<file path="src/rtl/mem_stage.sv">
// Memory stage of the 5-stage MIPS pipeline (between exe_stage and wb_stage).
// Matches in-order data-bus responses to memory instructions and buffers them
// in a small FIFO. Aligns and extends load data. Drives the forward/interlock
// bus and drops responses that belong to flushed accesses.
//
// Ports:
//   clk, resetn          clock (rising edge), asynchronous active-low reset
//   ws_allowin           WB can accept;           ms_allowin      MS can accept
//   es_to_ms_valid/_bus  instruction from ES;     ms_to_ws_valid/_bus  to WB
//   data_sram_req/addr_ok  request accepted (counted as in flight)
//   data_sram_data_ok/rdata  in-order response, word-lane aligned
//   ms_fwd_bus           {mfc0, load_pending, block_valid, dest, result}
//   ms_ex                valid MS instruction carries an exception
//   flush                exception/eret flush from WB
module mem_stage #(
  parameter int unsigned ES_TO_MS_BUS_WD = 129,
  parameter int unsigned MS_TO_WS_BUS_WD = 123,
  parameter int unsigned MS_FWD_BUS_WD   = 40,
  parameter int unsigned RESP_DEPTH      = 2
) (
  input  logic                       clk,
  input  logic                       resetn,
  input  logic                       ws_allowin,
  output logic                       ms_allowin,
  input  logic                       es_to_ms_valid,
  input  logic [ES_TO_MS_BUS_WD-1:0] es_to_ms_bus,
  output logic                       ms_to_ws_valid,
  output logic [MS_TO_WS_BUS_WD-1:0] ms_to_ws_bus,
  input  logic                       data_sram_req,
  input  logic                       data_sram_addr_ok,
  input  logic                       data_sram_data_ok,
  input  logic [31:0]                data_sram_rdata,
  output logic [MS_FWD_BUS_WD-1:0]   ms_fwd_bus,
  output logic                       ms_ex,
  input  logic                       flush
);

  localparam int unsigned PtrW = (RESP_DEPTH > 1) ? $clog2(RESP_DEPTH) : 1;
  localparam int unsigned CntW = $clog2(RESP_DEPTH + 1);

  logic                       ms_valid_q, ms_valid_d;
  logic [ES_TO_MS_BUS_WD-1:0] ms_bus_q, ms_bus_d;
  logic [1:0]                 inflight_q, inflight_d;
  logic [1:0]                 discard_q, discard_d;
  logic [31:0]                buf_q [RESP_DEPTH];
  logic [PtrW-1:0]            rd_ptr_q, rd_ptr_d, wr_ptr_q, wr_ptr_d;
  logic [CntW-1:0]            cnt_q, cnt_d;

  // Fields of the held instruction
  logic        store_op, bd, ex, res_from_mem, gr_we;
  logic [31:0] badvaddr, res, pc;
  logic [10:0] c0_bus;
  logic [4:0]  excode, dest;
  logic [6:0]  ld_inst;
  logic [1:0]  addr_lo;

  assign store_op     = ms_bus_q[128];
  assign badvaddr     = ms_bus_q[127:96];
  assign c0_bus       = ms_bus_q[95:85];
  assign bd           = ms_bus_q[84];
  assign ex           = ms_bus_q[83];
  assign excode       = ms_bus_q[82:78];
  assign ld_inst      = ms_bus_q[77:71];
  assign res_from_mem = ms_bus_q[70];
  assign gr_we        = ms_bus_q[69];
  assign dest         = ms_bus_q[68:64];
  assign res          = ms_bus_q[63:32];
  assign pc           = ms_bus_q[31:0];
  assign addr_lo      = res[1:0];

  logic        req_accept, resp_live, resp_drop, buf_empty, buf_full;
  logic        mem_op, ms_ready_go, resp_pop, bypass, push, pop_buf;
  logic [31:0] ld_word;

  always_comb begin
    req_accept     = data_sram_req && data_sram_addr_ok;
    resp_live      = data_sram_data_ok && (discard_q == 2'd0);
    resp_drop      = data_sram_data_ok && (discard_q != 2'd0);
    buf_empty      = (cnt_q == '0);
    buf_full       = (cnt_q == CntW'(RESP_DEPTH));
    mem_op         = res_from_mem || store_op;
    ms_ready_go    = !mem_op || ex || !buf_empty || resp_live;
    ms_allowin     = !ms_valid_q || (ms_ready_go && ws_allowin);
    ms_to_ws_valid = ms_valid_q && ms_ready_go && !flush;
    // A faultless memory op leaving MS consumes exactly one response.
    resp_pop       = ms_to_ws_valid && ws_allowin && mem_op && !ex;
    // Empty buffer: the arriving response is consumed directly, never stored.
    bypass         = resp_pop && buf_empty;
    push           = resp_live && !bypass && !flush;
    pop_buf        = resp_pop && !buf_empty;
    ld_word        = buf_empty ? data_sram_rdata : buf_q[rd_ptr_q];
  end

  always_comb begin
    ms_valid_d = ms_valid_q;
    if (flush) begin
      ms_valid_d = 1'b0;
    end else if (ms_allowin) begin
      ms_valid_d = es_to_ms_valid;
    end
    ms_bus_d = (ms_allowin && es_to_ms_valid) ? es_to_ms_bus : ms_bus_q;

    inflight_d = inflight_q + 2'(req_accept) - 2'(data_sram_data_ok);
    // On flush every response still owed after this edge belongs to a killed access.
    discard_d  = flush ? inflight_d : discard_q - 2'(resp_drop);

    cnt_d    = cnt_q;
    rd_ptr_d = rd_ptr_q;
    wr_ptr_d = wr_ptr_q;
    if (flush) begin
      cnt_d    = '0;
      rd_ptr_d = '0;
      wr_ptr_d = '0;
    end else begin
      cnt_d    = cnt_q + CntW'(push) - CntW'(pop_buf);
      rd_ptr_d = rd_ptr_q + PtrW'(pop_buf);
      wr_ptr_d = wr_ptr_q + PtrW'(push);
    end
  end

  always_ff @(posedge clk or negedge resetn) begin
    if (!resetn) begin
      ms_valid_q <= 1'b0;
      ms_bus_q   <= '0;
      inflight_q <= 2'd0;
      discard_q  <= 2'd0;
      cnt_q      <= '0;
      rd_ptr_q   <= '0;
      wr_ptr_q   <= '0;
    end else begin
      ms_valid_q <= ms_valid_d;
      ms_bus_q   <= ms_bus_d;
      inflight_q <= inflight_d;
      discard_q  <= discard_d;
      cnt_q      <= cnt_d;
      rd_ptr_q   <= rd_ptr_d;
      wr_ptr_q   <= wr_ptr_d;
    end
  end

  always_ff @(posedge clk or negedge resetn) begin
    if (!resetn) begin
      for (int i = 0; i < int'(RESP_DEPTH); i++) buf_q[i] <= '0;
    end else if (push) begin
      buf_q[wr_ptr_q] <= data_sram_rdata;
    end
  end

  // Load alignment and extension
  logic [7:0]  ld_byte;
  logic [15:0] ld_half;
  logic [31:0] ld_data;
  logic [3:0]  ld_wen;

  always_comb begin
    unique case (addr_lo)
      2'd0:    ld_byte = ld_word[7:0];
      2'd1:    ld_byte = ld_word[15:8];
      2'd2:    ld_byte = ld_word[23:16];
      default: ld_byte = ld_word[31:24];
    endcase
    ld_half = addr_lo[1] ? ld_word[31:16] : ld_word[15:0];
    ld_data = ld_word;
    ld_wen  = 4'b1111;
    if (ld_inst[5]) begin
      ld_data = {{24{ld_byte[7]}}, ld_byte};
    end else if (ld_inst[4]) begin
      ld_data = {24'h0, ld_byte};
    end else if (ld_inst[3]) begin
      ld_data = {{16{ld_half[15]}}, ld_half};
    end else if (ld_inst[2]) begin
      ld_data = {16'h0, ld_half};
    end else if (ld_inst[1]) begin
      unique case (addr_lo)
        2'd0: begin ld_data = {ld_word[7:0], 24'h0};  ld_wen = 4'b1000; end
        2'd1: begin ld_data = {ld_word[15:0], 16'h0}; ld_wen = 4'b1100; end
        2'd2: begin ld_data = {ld_word[23:0], 8'h0};  ld_wen = 4'b1110; end
        default: begin ld_data = ld_word;             ld_wen = 4'b1111; end
      endcase
    end else if (ld_inst[0]) begin
      unique case (addr_lo)
        2'd0: begin ld_data = ld_word;                 ld_wen = 4'b1111; end
        2'd1: begin ld_data = {8'h0, ld_word[31:8]};   ld_wen = 4'b0111; end
        2'd2: begin ld_data = {16'h0, ld_word[31:16]}; ld_wen = 4'b0011; end
        default: begin ld_data = {24'h0, ld_word[31:24]}; ld_wen = 4'b0001; end
      endcase
    end
  end

  logic [31:0] final_result;
  logic [3:0]  rf_wen;

  always_comb begin
    final_result = res_from_mem ? ld_data : res;
    if (!ms_valid_q || ex) begin
      rf_wen = 4'b0000;
    end else if (res_from_mem) begin
      rf_wen = ld_wen;
    end else begin
      rf_wen = {4{gr_we}};
    end
    ms_to_ws_bus = {c0_bus, bd, ex, excode, badvaddr, rf_wen, dest, final_result, pc};
    ms_fwd_bus   = {c0_bus[8] && ms_valid_q,
                    ms_valid_q && res_from_mem && !ms_ready_go,
                    ms_valid_q && gr_we && !flush,
                    dest, final_result};
    ms_ex        = ms_valid_q && ex;
  end

`ifndef SYNTHESIS
  resp_overflow_a: assert property (@(posedge clk) disable iff (!resetn)
    !(buf_full && push && !pop_buf));
`endif

endmodule

</file>
<file path="config.mk">
export PLATFORM = sky130hd
export DESIGN_NAME = mem_stage
export DESIGN_NICKNAME = d
export VERILOG_FILES = /design/src/rtl/mem_stage.sv
export SDC_FILE = /design/constraint.sdc
export NUM_CORES = 1
export LEC_CHECK = 0
export BUFFER_PORTS_ARGS = -buffer_cell sky130_fd_sc_hd__buf_2
export CAP_MARGIN = 40
export CORE_ASPECT_RATIO = 1.5
export CORE_MARGIN = 2
export CORE_UTILIZATION = 40
export DETAILED_ROUTE_END_ITERATION = 16
export GPL_ROUTABILITY_DRIVEN = 0
export SETUP_SLACK_MARGIN = 0.02
export SLEW_MARGIN = 10
export SYNTH_ARGS = -nofsm -noshare
export SYNTH_HDL_FRONTEND = slang
export SYNTH_SLANG_ARGS = --single-unit
</file>
<file path="constraint.sdc">
create_clock -name clk -period 7 [get_ports clk]
set_input_delay 1.05 -clock clk [delete_from_list [all_inputs] [get_ports clk]]
set_output_delay 1.05 -clock clk [all_outputs]
set_load 0.005 [all_outputs]
</file>
==> metrics.txt <==
pins over their slew limit=0; #FFs+latches synth=201; Peak Freq=202 MHz; minimum clock period=approximately 5.0 ns; Overflow after GRT=0; min-delay src=buf_q[37]; CTS clk-pin slew, worst paths=0.06 ns; Critical Path AT=3.91 ns; Seq/Total Area, Yosys=approximately 41%; setup violators final=0; I/O Buffers=333; Max rail drop VDD=between 0.00015 and 0.0002 V; reg2reg end=ms_bus_q[37]; Syn Std Cell Area=12400 µm²; Reg area=5030 µm²; wire per inst=around 21 µm; static leakage=about 6.6 nW; CP startpoint kind=flop; R2R Path Start=cnt_q[1]; antenna-violating nets left=0; Max H-tree Level=1; R2R Setup Slk=3.60 ns; TritonCTS Buffers=21; worst setup path class=flop to output pin; layout cells sized above 1=48.3%; most frequent cells in the layout=buf_2, dfrtp_1, mux2_4; # resized after CTS=0; total I/O pin count=335; clk buf depth=3; routed vias=~9100; worst min-delay path endpoint=buf_q[37]; iteration count of the initial detailed-routing pass=5; post-synthesis cell count=~1100; min-delay worst type=flop to flop; largest net degree at the start of global routing=roughly 100; DRC viols=0; Avg Inst Size Synth=11.5 µm²; critical path fanouts, max=53; Die X-Extent=approximately 150 µm; clock latency on the worst-skew pair=0.53 ns; hold depth=1; Critical Path Sink Type=output pin; Sink Count=201; Final Power=between 4 and 5 mW; maxcap violations=0; Async SR Flop Fraction=100%; RSZ-0062 raised after global routing=no; Slew Limit Headroom=between 40% and 50%; Synthesis Warnings=0; Final Hold Fails=0; # rows=78; vias in the first global route=about 9000; Slew @ Worst Pin=0.811 ns; Distinct cells, synth=69; initial antenna violation count=5; Syn-to-layout area delta=14.1%; commonest non-fill, non-tap cell in the layout=buf_2; Post-Route WL=35.5 mm; multi-input logic area=5930 µm²; GRT Resource Usage Total=21.4%; final setup TNS=0 ns; CTS tree=built; fin crit share=70.8%; Fill cells=2767; Post-synth EDFFs=0; DRT iter0 DRCs=around 500; layout net count=approximately 1400; first-pass GRT wire length=between 50 and 60 mm; hold buffers post-CTS=0; Post-synth top flop=dfrtp_1; hpwl dp=between 20 and 30 mm; Die H=around 220 µm; status=finished, final reports clean; Starting Density=40.8%; die footprint=between 30000 and 40000 µm²; Synthesized Nets=1254; Root Buffer=clkbuf_16; # Post-CTS Setup Buffers=0; Max Clock Skew=between 0.01 and 0.015 ns; Vias/cell=5.45; worst r2r path cells=7; critical path data required time=between 5 and 6 ns; power per cell area=309 nW/µm²; Core ar.=~30000 µm²
[per-layer routing]
metal | GRT usage (%) | wire, µm | up-vias | share of wire (%)
met5 | 0 | 40 | - | 0.11
met4 | 8.24 | 1250 | 6 | 3.5
met3 | 3.44 | 2440 | 71 | 6.9
met2 | 37.9 | 18000 | 431 | 51
met1 | 26.2 | 13700 | 4435 | 39
li1 | - | - | 4184 | -
[power by group]
part	total, mW	switching, mW	internal (mW)
clock	1.10	0.482	0.621
combinational	1.61	0.815	0.792
sequential	1.66	0.180	1.48
[flip-flops by register name, summed over array words and instances, names as in the netlist]
signal and flops:
wr_ptr_q 1, discard_q 2, rd_ptr_q 1, ms_valid_q 1, inflight_q 2, ms_bus_q 128
cnt_q 2, buf_q 64
[synthesized netlist by cell type, types with 9 or more instances]
cell | number | area [µm²]
mux2i_1 | 41 | 410
inv_1 | 15 | 56.3
o21ai_0 | 41 | 205
o22ai_1 | 17 | 106
dfrtp_1 | 201 | 5030
buf_2 | 9 | 45.0
buf_6 | 19 | 214
nor3_1 | 26 | 130
mux2_4 | 114 | 1710
buf_4 | 126 | 946
nor2_1 | 43 | 161
a221oi_1 | 11 | 96.3
nand2_1 | 40 | 150
nand3_1 | 10 | 50.1
buf_1 | 13 | 48.8
o221ai_1 | 17 | 149
a21oi_1 | 36 | 180
clkbuf_1 | 29 | 109
a211oi_1 | 27 | 203
a21o_1 | 14 | 105
mux2_2 | 87 | 980
nor2b_1 | 10 | 62.6
[cell families (layout without fill, tap and decap cells)]
| logic type | count (synthesis) | after routing | synth area share (%) |
|---|---|---|---|
| and+or+nand+nor | 163 | 163 | 6.36 |
| AOI/OAI and AO/OA | 236 | 236 | 13.7 |
| other | 0 | 3 | 0 |
| DFF | 201 | 201 | 40.6 |
| adders and majority gates | 7 | 7 | 0.707 |
| muxes | 251 | 251 | 26.6 |
| buffers and inverters | 214 | 407 | 11.6 |
| xor gates and xnor gates | 6 | 6 | 0.424 |
[how the worst max path moves through the flow]
stage / startpoint / endpoint / slack, ns
4_1_cts: cnt_q[1] / ms_to_ws_bus[38] / 2.03
6_report: cnt_q[1] / ms_fwd_bus[6] / 2.04
3_5_place_dp: cnt_q[1] / ms_to_ws_bus[38] / 2.59
2_1_floorplan: data_sram_rdata[23] / ms_to_ws_bus[62] / 3.43
5_1_grt: cnt_q[1] / ms_fwd_bus[6] / 1.78
3_3_place_gp: cnt_q[0] / ms_to_ws_bus[38] / 2.26
[worst max-delay path: stages, from the launching register on]
cell and delay [ns]:
dfrtp_1 0.32, buf_4 0.29, or2_2 0.54, buf_4 0.55, mux2i_1 0.30, o311ai_0 0.50
o22ai_1 0.14, a211oi_1 0.51, buf_2 0.21
[final cells by class]
| cell class | instances | area share, % |
|---|---|---|
| Multi-Input combinational cell | 663 | 42.0 |
| Sequential cell | 201 | 35.6 |
| Timing Repair Buffer | 354 | 13.7 |
| Clock buffer | 26 | 4.07 |
| Tap cell | 400 | 3.54 |
| Clock inverter | 9 | 0.602 |
| Inverter | 18 | 0.478 |
| Antenna cell | 3 | 0.0532 |
[per-stage QoR]
stage | std cells | worst slack, ns | hold WS [ns] | area (µm²) | utilization [%]
finish | 1674 | 2.04 | 0.504 | 14100 | 46.5
floorplan | 1078 | 3.43 | 0.473 | 12400 | -
CTS | 1671 | 2.03 | 0.506 | 14100 | 46.5
detailed placement | 1636 | 2.59 | 0.487 | 13500 | 44.3
global route | 1672 | 1.78 | 0.515 | 14100 | 46.5
global placement | 1629 | 2.26 | 0.482 | 13300 | 43.9
Note: power is estimated with default switching activity, not from simulation.
